--- config.mk ---
export PLATFORM = sky130hd
export DESIGN_NAME = clk_div_prog
export DESIGN_NICKNAME = d
export VERILOG_FILES = /design/src/rtl/clk_div_prog.sv
export SDC_FILE = /design/constraint.sdc
export NUM_CORES = 1
export LEC_CHECK = 0
export ABC_AREA = 1
export CORE_MARGIN = 2
export CORE_UTILIZATION = 30
export DETAILED_ROUTE_END_ITERATION = 12
export HOLD_SLACK_MARGIN = 0.1
export PLACE_DENSITY = 0.57
export SLEW_MARGIN = 20
export SYNTH_ARGS = -nofsm -noshare
export SYNTH_HDL_FRONTEND = slang
export SYNTH_SLANG_ARGS = --single-unit
export TNS_END_PERCENT = 5
--- constraint.sdc ---
create_clock -name clk -period 8.8 [get_ports clk]
set_input_delay 1.32 -clock clk [delete_from_list [all_inputs] [get_ports clk]]
set_output_delay 1.32 -clock clk [all_outputs]
set_load 0.005 [all_outputs]
--- src/rtl/clk_div_prog.sv ---
// clk_div_prog: programmable 50%-duty clock divider with rising-edge tick and
// boundary-synchronous divisor reload. Define CLKDIV_RESTART_EN for immediate-restart loads.
`default_nettype none

module clk_div_prog #(
  parameter int unsigned          CNT_W        = 32,
  parameter logic [CNT_W-1:0]     DEFAULT_HALF = CNT_W'(5_000_000)
) (
  input  logic             clk,
  input  logic             rst,
  input  logic             en,
  input  logic             load,
  input  logic [CNT_W-1:0] div_in,
  output logic             clk_out,
  output logic             tick,
  output logic             pending,
  output logic [CNT_W-1:0] div_cur
);

  localparam logic [CNT_W-1:0] c_ZERO = '0;
  localparam logic [CNT_W-1:0] c_ONE  = {{(CNT_W-1){1'b0}}, 1'b1};
  localparam logic [0:0]       c_IDLE = 1'b0;
  localparam logic [0:0]       c_PEND = 1'b1;

  logic [CNT_W-1:0] r_cnt;
  logic [CNT_W-1:0] r_half;
  logic [CNT_W-1:0] r_shadow;
  logic [0:0]       r_state;
  logic             r_clk_out;
  logic             r_tick;

  logic [CNT_W-1:0] w_div;
  logic             w_boundary;
  logic             w_restart;

  assign w_div      = (div_in == c_ZERO) ? c_ONE : div_in;
  assign w_boundary = en && (r_cnt == (r_half - c_ONE));

`ifdef CLKDIV_RESTART_EN
  assign w_restart = load;
`else
  assign w_restart = 1'b0;
`endif

  always_ff @(posedge clk or posedge rst) begin
    if (rst) begin
      r_cnt     <= c_ZERO;
      r_clk_out <= 1'b0;
      r_tick    <= 1'b0;
    end else if (w_restart) begin
      r_cnt     <= c_ZERO;
      r_clk_out <= 1'b0;
      r_tick    <= 1'b0;
    end else if (en) begin
      if (w_boundary) begin
        r_cnt     <= c_ZERO;
        r_clk_out <= ~r_clk_out;
        r_tick    <= ~r_clk_out;
      end else begin
        r_cnt     <= r_cnt + c_ONE;
        r_tick    <= 1'b0;
      end
    end else begin
      r_tick <= 1'b0;
    end
  end

  // A load landing on a boundary goes straight into half_reg so the new phase already uses it.
  always_ff @(posedge clk or posedge rst) begin
    if (rst) begin
      r_half   <= DEFAULT_HALF;
      r_shadow <= DEFAULT_HALF;
      r_state  <= c_IDLE;
    end else if (w_restart) begin
      r_half   <= w_div;
      r_shadow <= w_div;
      r_state  <= c_IDLE;
    end else begin
      case (r_state)
        c_IDLE: begin
          if (load && w_boundary) begin
            r_half <= w_div;
          end else if (load) begin
            r_shadow <= w_div;
            r_state  <= c_PEND;
          end
        end
        c_PEND: begin
          if (load && w_boundary) begin
            r_half  <= w_div;
            r_state <= c_IDLE;
          end else if (load) begin
            r_shadow <= w_div;
          end else if (w_boundary) begin
            r_half  <= r_shadow;
            r_state <= c_IDLE;
          end
        end
        default: r_state <= c_IDLE;
      endcase
    end
  end

  assign clk_out = r_clk_out;
  assign tick    = r_tick;
  assign pending = (r_state == c_PEND);
  assign div_cur = r_half;

endmodule

`default_nettype wire

==> impl_metrics.toml, run 1 <==
[final_layout]
diodes = 0
area_growth_pct = 18.8
post-route-util_pct = 36.2
multi_input_area_sq_mm = 0.00334
drive_above_1_share_pct = 6.07
final_nets = 1038
stdcell_area_sq_mm = 0.00761
finalNonFillerCells = 1280
final_cell_mix = "nand2_1, nor2_1, inv_1"
seq_area_sq_mm = 0.00250
final_common_cell = "nand2_1"
fill_cells = 2259

[die]
die-height_um = 150
initial_core_util_pct = 30.5
rows = 53
core_sq_mm = 0.0210
io_pins = 71
die_width_um = 150
die-area_sq_mm = 0.0225

[place]
port_buffers = 70
place_inst = 1264
dpl.hpwl_mm = 13.7
place_congestion = 0.923
placed_area_sq_mm = 0.00733

[pwr]
power_density_mw_per_mm2 = 136
p_comb_share_pct = 12.7
clkPwrFrac_pct = 37.8
switching_share_pct = 29.1
leakagePower_nw = 4.03
power.share.sequential_pct = 49.6
peakVddDrop_uv = 84.9
p_switching_uw = 302
p_int_uw = 735

[worst_setup_path]
rr_endpoint = "div_cur[9]"
slowest_stage = "clkdlybuf4s50_1"
cp_max_fo = 20
cp_cell_sequence = "clkdlybuf4s50_1 -> o21ai_0 -> nor2_1 -> nand2_1 -> nor2_1 -> nand2_1 -> nor2_1 -> nand2_1 -> nor2_1 -> nand2_1 -> nor2_2 -> nand3_1 -> nand2_1 -> inv_1 -> nand2_1 -> nand2_1 -> nand2_1"
worstPathArrival_ps = 5190
end_kind = "flip-flop"
worstSetupPathType = "in -> reg"
cp_top_family = "simple AND/OR/NAND/NOR gates"
crit_top_cell = "nand2_1"
worstPathRequired_ps = 9100
cpPeakStageDelay_ps = 780
reg2reg_setup_slack_ps = 4550
critical_path.startpoint_type = "input pin"
crit_buf_inv = 2
rr_startpoint = "div_cur[0]"
worst_r2r_path_depth = 16

[route]
dr.first_iter.drc_count = 378
drt-total-wl_mm = 17.9
drc_errors = 0
wl_per_cell_um = 14.0
dr.pass1.iters = 5
vias = 5859
ant_nets = 0
viasPerCell = 4.58

[synth]
yosysSeqAreaShare_pct = 39.0
avgSynthCellArea_sq_um = 6.80
synth_area_sq_mm = 0.00641
synthCells = 943
ys_seq_elements = 99
syn-num-nets = 981
ys_warn_count = 0
synth_cell_types = 33

[clock_network]
numCtsBuffers = 9
clockBufferDepth = 2
path_clk_slew_ps = 70
postCtsSetupBuffers = 0
ctsResizeCount = 0
clock_tree.root_cell = "clkbuf_16"
clkLatencyLatePin_ps = 360
h-tree-depth = 3
numClockSinks = 99
cts_tree = "done"
hold_buffers = 0

[timing]
final-hold-violation-count = 0
rsz0062_at_grt = "false"
period_share_pct = 55.5
clock_skew_ps = 12.4
max_slew_margin_pct = 31.5
setup-tns-final_ps = 0
clock.fmax_mhz = 205
period_minus_slack_ps = 4890
worst_slew_pin_slew_ps = 1020
setup_viol = 0
final-max-slew-violation-count = 0
fin_hold_ws_ps = 474

[global_routing]
grt_max_degree = 75
antenna_found_initial = 0
grt_pass1_wl_mm = 29.3
grt.total_usage_pct = 16.6
overflow = 0
grt_pass1_vias = 5572

[run]
drv_cap = 0

[min_path]
hold_depth = 2
hp-class = "reg -> reg"
hold_start = "r_shadow[8]"
min_to = "r_shadow[8]"

[status]
status = "finished, final reports clean"
[how the worst max path moves through the flow]
stage                             to  from  cells past startpoint
after floorplan              clk_out   rst                      1
after CTS                 div_cur[9]    en                     17
final                     div_cur[9]    en                     17
after detailed placement  div_cur[6]    en                     17
after global placement    div_cur[1]    en                     17
after global routing      div_cur[5]    en                     17
[synthesized netlist by cell type]
cell | n | share of area [%]
xor2_1 | 42 | 5.7
nor3b_1 | 3 | 0.35
ha_1 | 2 | 0.39
nor4_1 | 11 | 1.1
a21oi_1 | 24 | 1.9
nand3_1 | 67 | 5.2
buf_2 | 14 | 1.1
dfstp_2 | 16 | 6.6
nand3_4 | 1 | 0.27
and3b_1 | 1 | 0.14
inv_1 | 111 | 6.5
nor2_4 | 6 | 1.1
nor3_1 | 9 | 0.70
nor2_2 | 8 | 0.78
clkinv_1 | 1 | 0.059
nand2_2 | 4 | 0.39
xor2_2 | 1 | 0.25
buf_4 | 2 | 0.23
o21ai_0 | 23 | 1.8
nor2_1 | 164 | 9.6
inv_2 | 4 | 0.23
clkbuf_1 | 7 | 0.41
or2_0 | 1 | 0.098
xnor2_1 | 14 | 1.9
o21bai_1 | 3 | 0.35
nand4_1 | 19 | 1.9
and2_1 | 2 | 0.20
nand3b_1 | 8 | 0.94
dfrtp_1 | 83 | 32
buf_6 | 2 | 0.35
or2_2 | 3 | 0.29
nand2_1 | 285 | 17
o21ai_1 | 2 | 0.16
[metrics by stage]
stage	setup WS [ps]	power (mW)
after global placement	3600	0.653
after floorplan	4920	0.607
after global routing	3410	1.09
after CTS	3870	1.05
after detailed placement	3500	0.654
final	3910	1.04
[state kept, by name, indices dropped and copies added (netlist names)]
register and flops:
clk_out 1, div_cur 32, pending 1, r_cnt 32
r_shadow 32, tick 1
[cells by family after synthesis]
| family | count (synthesis) | synth area share (%) |
|---|---|---|
| buffers and inverters | 141 | 8.88 |
| AND/OR/NAND/NOR | 592 | 39.7 |
| adder cells (fa/ha/maj) | 2 | 0.390 |
| AO/OA/AOI/OAI | 52 | 4.18 |
| XOR/XNOR | 57 | 7.91 |
| flip-flops | 99 | 39.0 |
[power groups by stage]
stage	clock [mW]	sequential, mW	combinational (mW)
finish	0.392	0.514	0.132
global placement	0	0.522	0.131
detailed placement	0	0.521	0.133
floorplan	0	0.510	0.0965
CTS	0.403	0.513	0.134
global route	0.420	0.518	0.154
[per-layer routing]
metal / global-route usage [%] / part of all wire [%] / vias to the layer above
met3: 1.64 / 2.6 / 23
met4: 5.99 / 2.4 / 0
met5: 0 / 0 / -
met1: 23.0 / 49 / 2702
met2: 26.9 / 46 / 91
li1: - / - / 3043
[final cells by class]
| type | count | share of cell area, % |
|---|---|---|
| timing repair buffer | 71 | 9.30 |
| inverter | 116 | 5.75 |
| sequential | 99 | 32.8 |
| tap | 275 | 4.52 |
| clock inverter | 7 | 0.789 |
| clock buffer | 9 | 2.96 |
| multi-input combinational | 703 | 43.9 |
[worst reg2reg max path: cells and delay by family (launching register included)]
family / cells / cell delay [ps]
AND/OR/NAND/NOR: 12 / 2600
buffers and inverters: 2 / 550
flip-flops: 1 / 470
XOR/XNOR: 1 / 300
adder cells (fa/ha/maj): 1 / 260
Note: power is estimated with default switching activity, not from simulation.
==> inputs of run 2 (changes only) <==
Settings changed: PLACE_DENSITY 0.57 to 0.59.
Clock period 8.8 ns to 4.1 ns, I/O delays scaled along.
==> run 2 against run 1 <==
Clock power is 110% higher. Total power is 110% higher. Combinational power rose by 120%. Register-to-register slack worse by 3600 ps. Non-clock buffer count grew 6.
==> impl_metrics.toml, run 2 (same netlist as run 1, synthesis figures left out) <==
[place]
port_buffers = 70
placed_area_sq_mm = 0.00739
place_congestion = 0.921
dpl.hpwl_mm = 14.2

[pwr]
clkPwrFrac_pct = 36.7
switching_share_pct = 28.2
p_int_mw = 1.58
peakVddDrop_uv = 206
finalPower_mw = 2.20
power.share.sequential_pct = 50.2
power_density_mw_per_mm2 = 287
p_switching_uw = 620
p_comb_share_pct = 13.1
leakagePower_nw = 4.06

[worst_setup_path]
cp-startpoint = "div_cur[1]"
crit_path_end = "r_shadow[9]"
reg2reg_setup_slack_ps = 980
rr_startpoint = "div_cur[1]"
critical_path.startpoint_type = "flip-flop"
rr_endpoint = "r_shadow[9]"
worstPathRequired_ps = 4380
worst_r2r_path_depth = 15
worstSetupPathType = "reg -> reg"
cp_max_fo = 42
worstPathArrival_ps = 3410
end_kind = "flip-flop"

[die]
rows = 53
die-area_sq_mm = 0.0225
io_pins = 71
initial_core_util_pct = 30.5
die-height_um = 150
core_sq_mm = 0.0210
die_width_um = 150

[timing]
clock.fmax_mhz = 320
period_share_pct = 76.2
clock_skew_ps = 10.9
setup-tns-final_ps = 0
max_slew_margin_pct = 49.4
final-hold-violation-count = 0
worst_slew_pin_slew_ps = 758
final-max-slew-violation-count = 0
rsz0062_at_grt = "false"
setup_viol = 0
fin_hold_ws_ps = 474
period_minus_slack_ps = 3120

[clock_network]
path_clk_slew_ps = 70
postCtsSetupBuffers = 0
hold_buffers = 0
clock_tree.root_cell = "clkbuf_16"
h-tree-depth = 3
cts_tree = "done"
ctsResizeCount = 0
clockBufferDepth = 2
numClockSinks = 99
numCtsBuffers = 9
clkLatencyLatePin_ps = 360

[route]
viasPerCell = 4.63
drc_errors = 0
vias = 5954
wl_per_cell_um = 14.0
ant_nets = 0
drt-total-wl_mm = 18.1
dr.pass1.iters = 5
dr.first_iter.drc_count = 403

[global_routing]
grt_pass1_wl_mm = 29.1
grt.total_usage_pct = 16.7
overflow = 0
grt_max_degree = 62
grt_pass1_vias = 5623
antenna_found_initial = 0

[final_layout]
final_common_cell = "nand2_1"
multi_input_area_sq_mm = 0.00334
area_growth_pct = 19.7
seq_area_sq_mm = 0.00250
post-route-util_pct = 36.5
final_cell_mix = "nand2_1, nor2_1, inv_1"
stdcell_area_sq_mm = 0.00767
final_nets = 1044
fill_cells = 2249
diodes = 0
drive_above_1_share_pct = 6.63

[status]
status = "finished, final reports clean"

[min_path]
hp-class = "reg -> reg"
hold_depth = 2

[run]
drv_cap = 0
[run 2: changes by cell type in the layout (fill, tap and decap cells not counted), sizes merged]
cell | previous run | this run
buf | 1 | 7
clkinv | 4 | 3
clkinvlp | 2 | 1
inv | 117 | 119
[run 2: critical path, stage by stage (launching register included)]
cell	delay, ps
dfrtp_1	460
inv_1	110
ha_1	250
nand3_4	150
nor2_4	190
nand2_2	130
o21ai_1	200
nand2_1	70
nor2_1	160
nand3b_1	110
nor2_2	210
nand2_2	200
nand2_2	390
buf_12	250
nor2_1	60
a21oi_1	110
[run 2: layer usage]
layer	wire [um]	up-vias	share of wire, %	global-route usage (%)
met5	0	-	0	0
met4	340	0	1.9	6.23
met3	727	18	4.0	1.21
met2	8520	158	47	27.1
met1	8480	2719	47	23.2
li1	-	3059	-	-
[run 2: how the worst min path moves through the flow]
| stage | slack (ps) | start | endpoint |
|---|---|---|---|
| 2_1_floorplan | 450 | r_shadow[11] | r_shadow[11] |
| 3_3_place_gp | 470 | r_shadow[20] | r_shadow[20] |
| 3_5_place_dp | 470 | r_shadow[11] | r_shadow[11] |
| 4_1_cts | 480 | r_shadow[11] | r_shadow[11] |
| 5_1_grt | 500 | r_shadow[11] | r_shadow[11] |
| 6_report | 470 | r_shadow[11] | r_shadow[11] |
[run 2: area by class of cell]
| cell class | instances | share of cell area (%) |
|---|---|---|
| sequential | 99 | 32.6 |
| clock buffer | 9 | 2.94 |
| clock inverter | 7 | 0.734 |
| timing repair buffer | 77 | 9.99 |
| inverter | 116 | 5.71 |
| multi-input combinational | 703 | 43.6 |
| tap | 275 | 4.49 |
[run 2: power by group through the flow]
stage	sequential, mW	combinational (mW)	clock (mW)
after global placement	1.12	0.285	0
after CTS	1.10	0.291	0.832
after global routing	1.11	0.333	0.867
final	1.10	0.289	0.807
after floorplan	1.09	0.207	0
after detailed placement	1.12	0.289	0
[run 2: through the flow]
stage          setup slack, ps  instances
2_1_floorplan              921        943
5_1_grt                    681       1286
3_5_place_dp               912       1270
3_3_place_gp               948       1270
4_1_cts                    970       1286
6_report                   976       1286
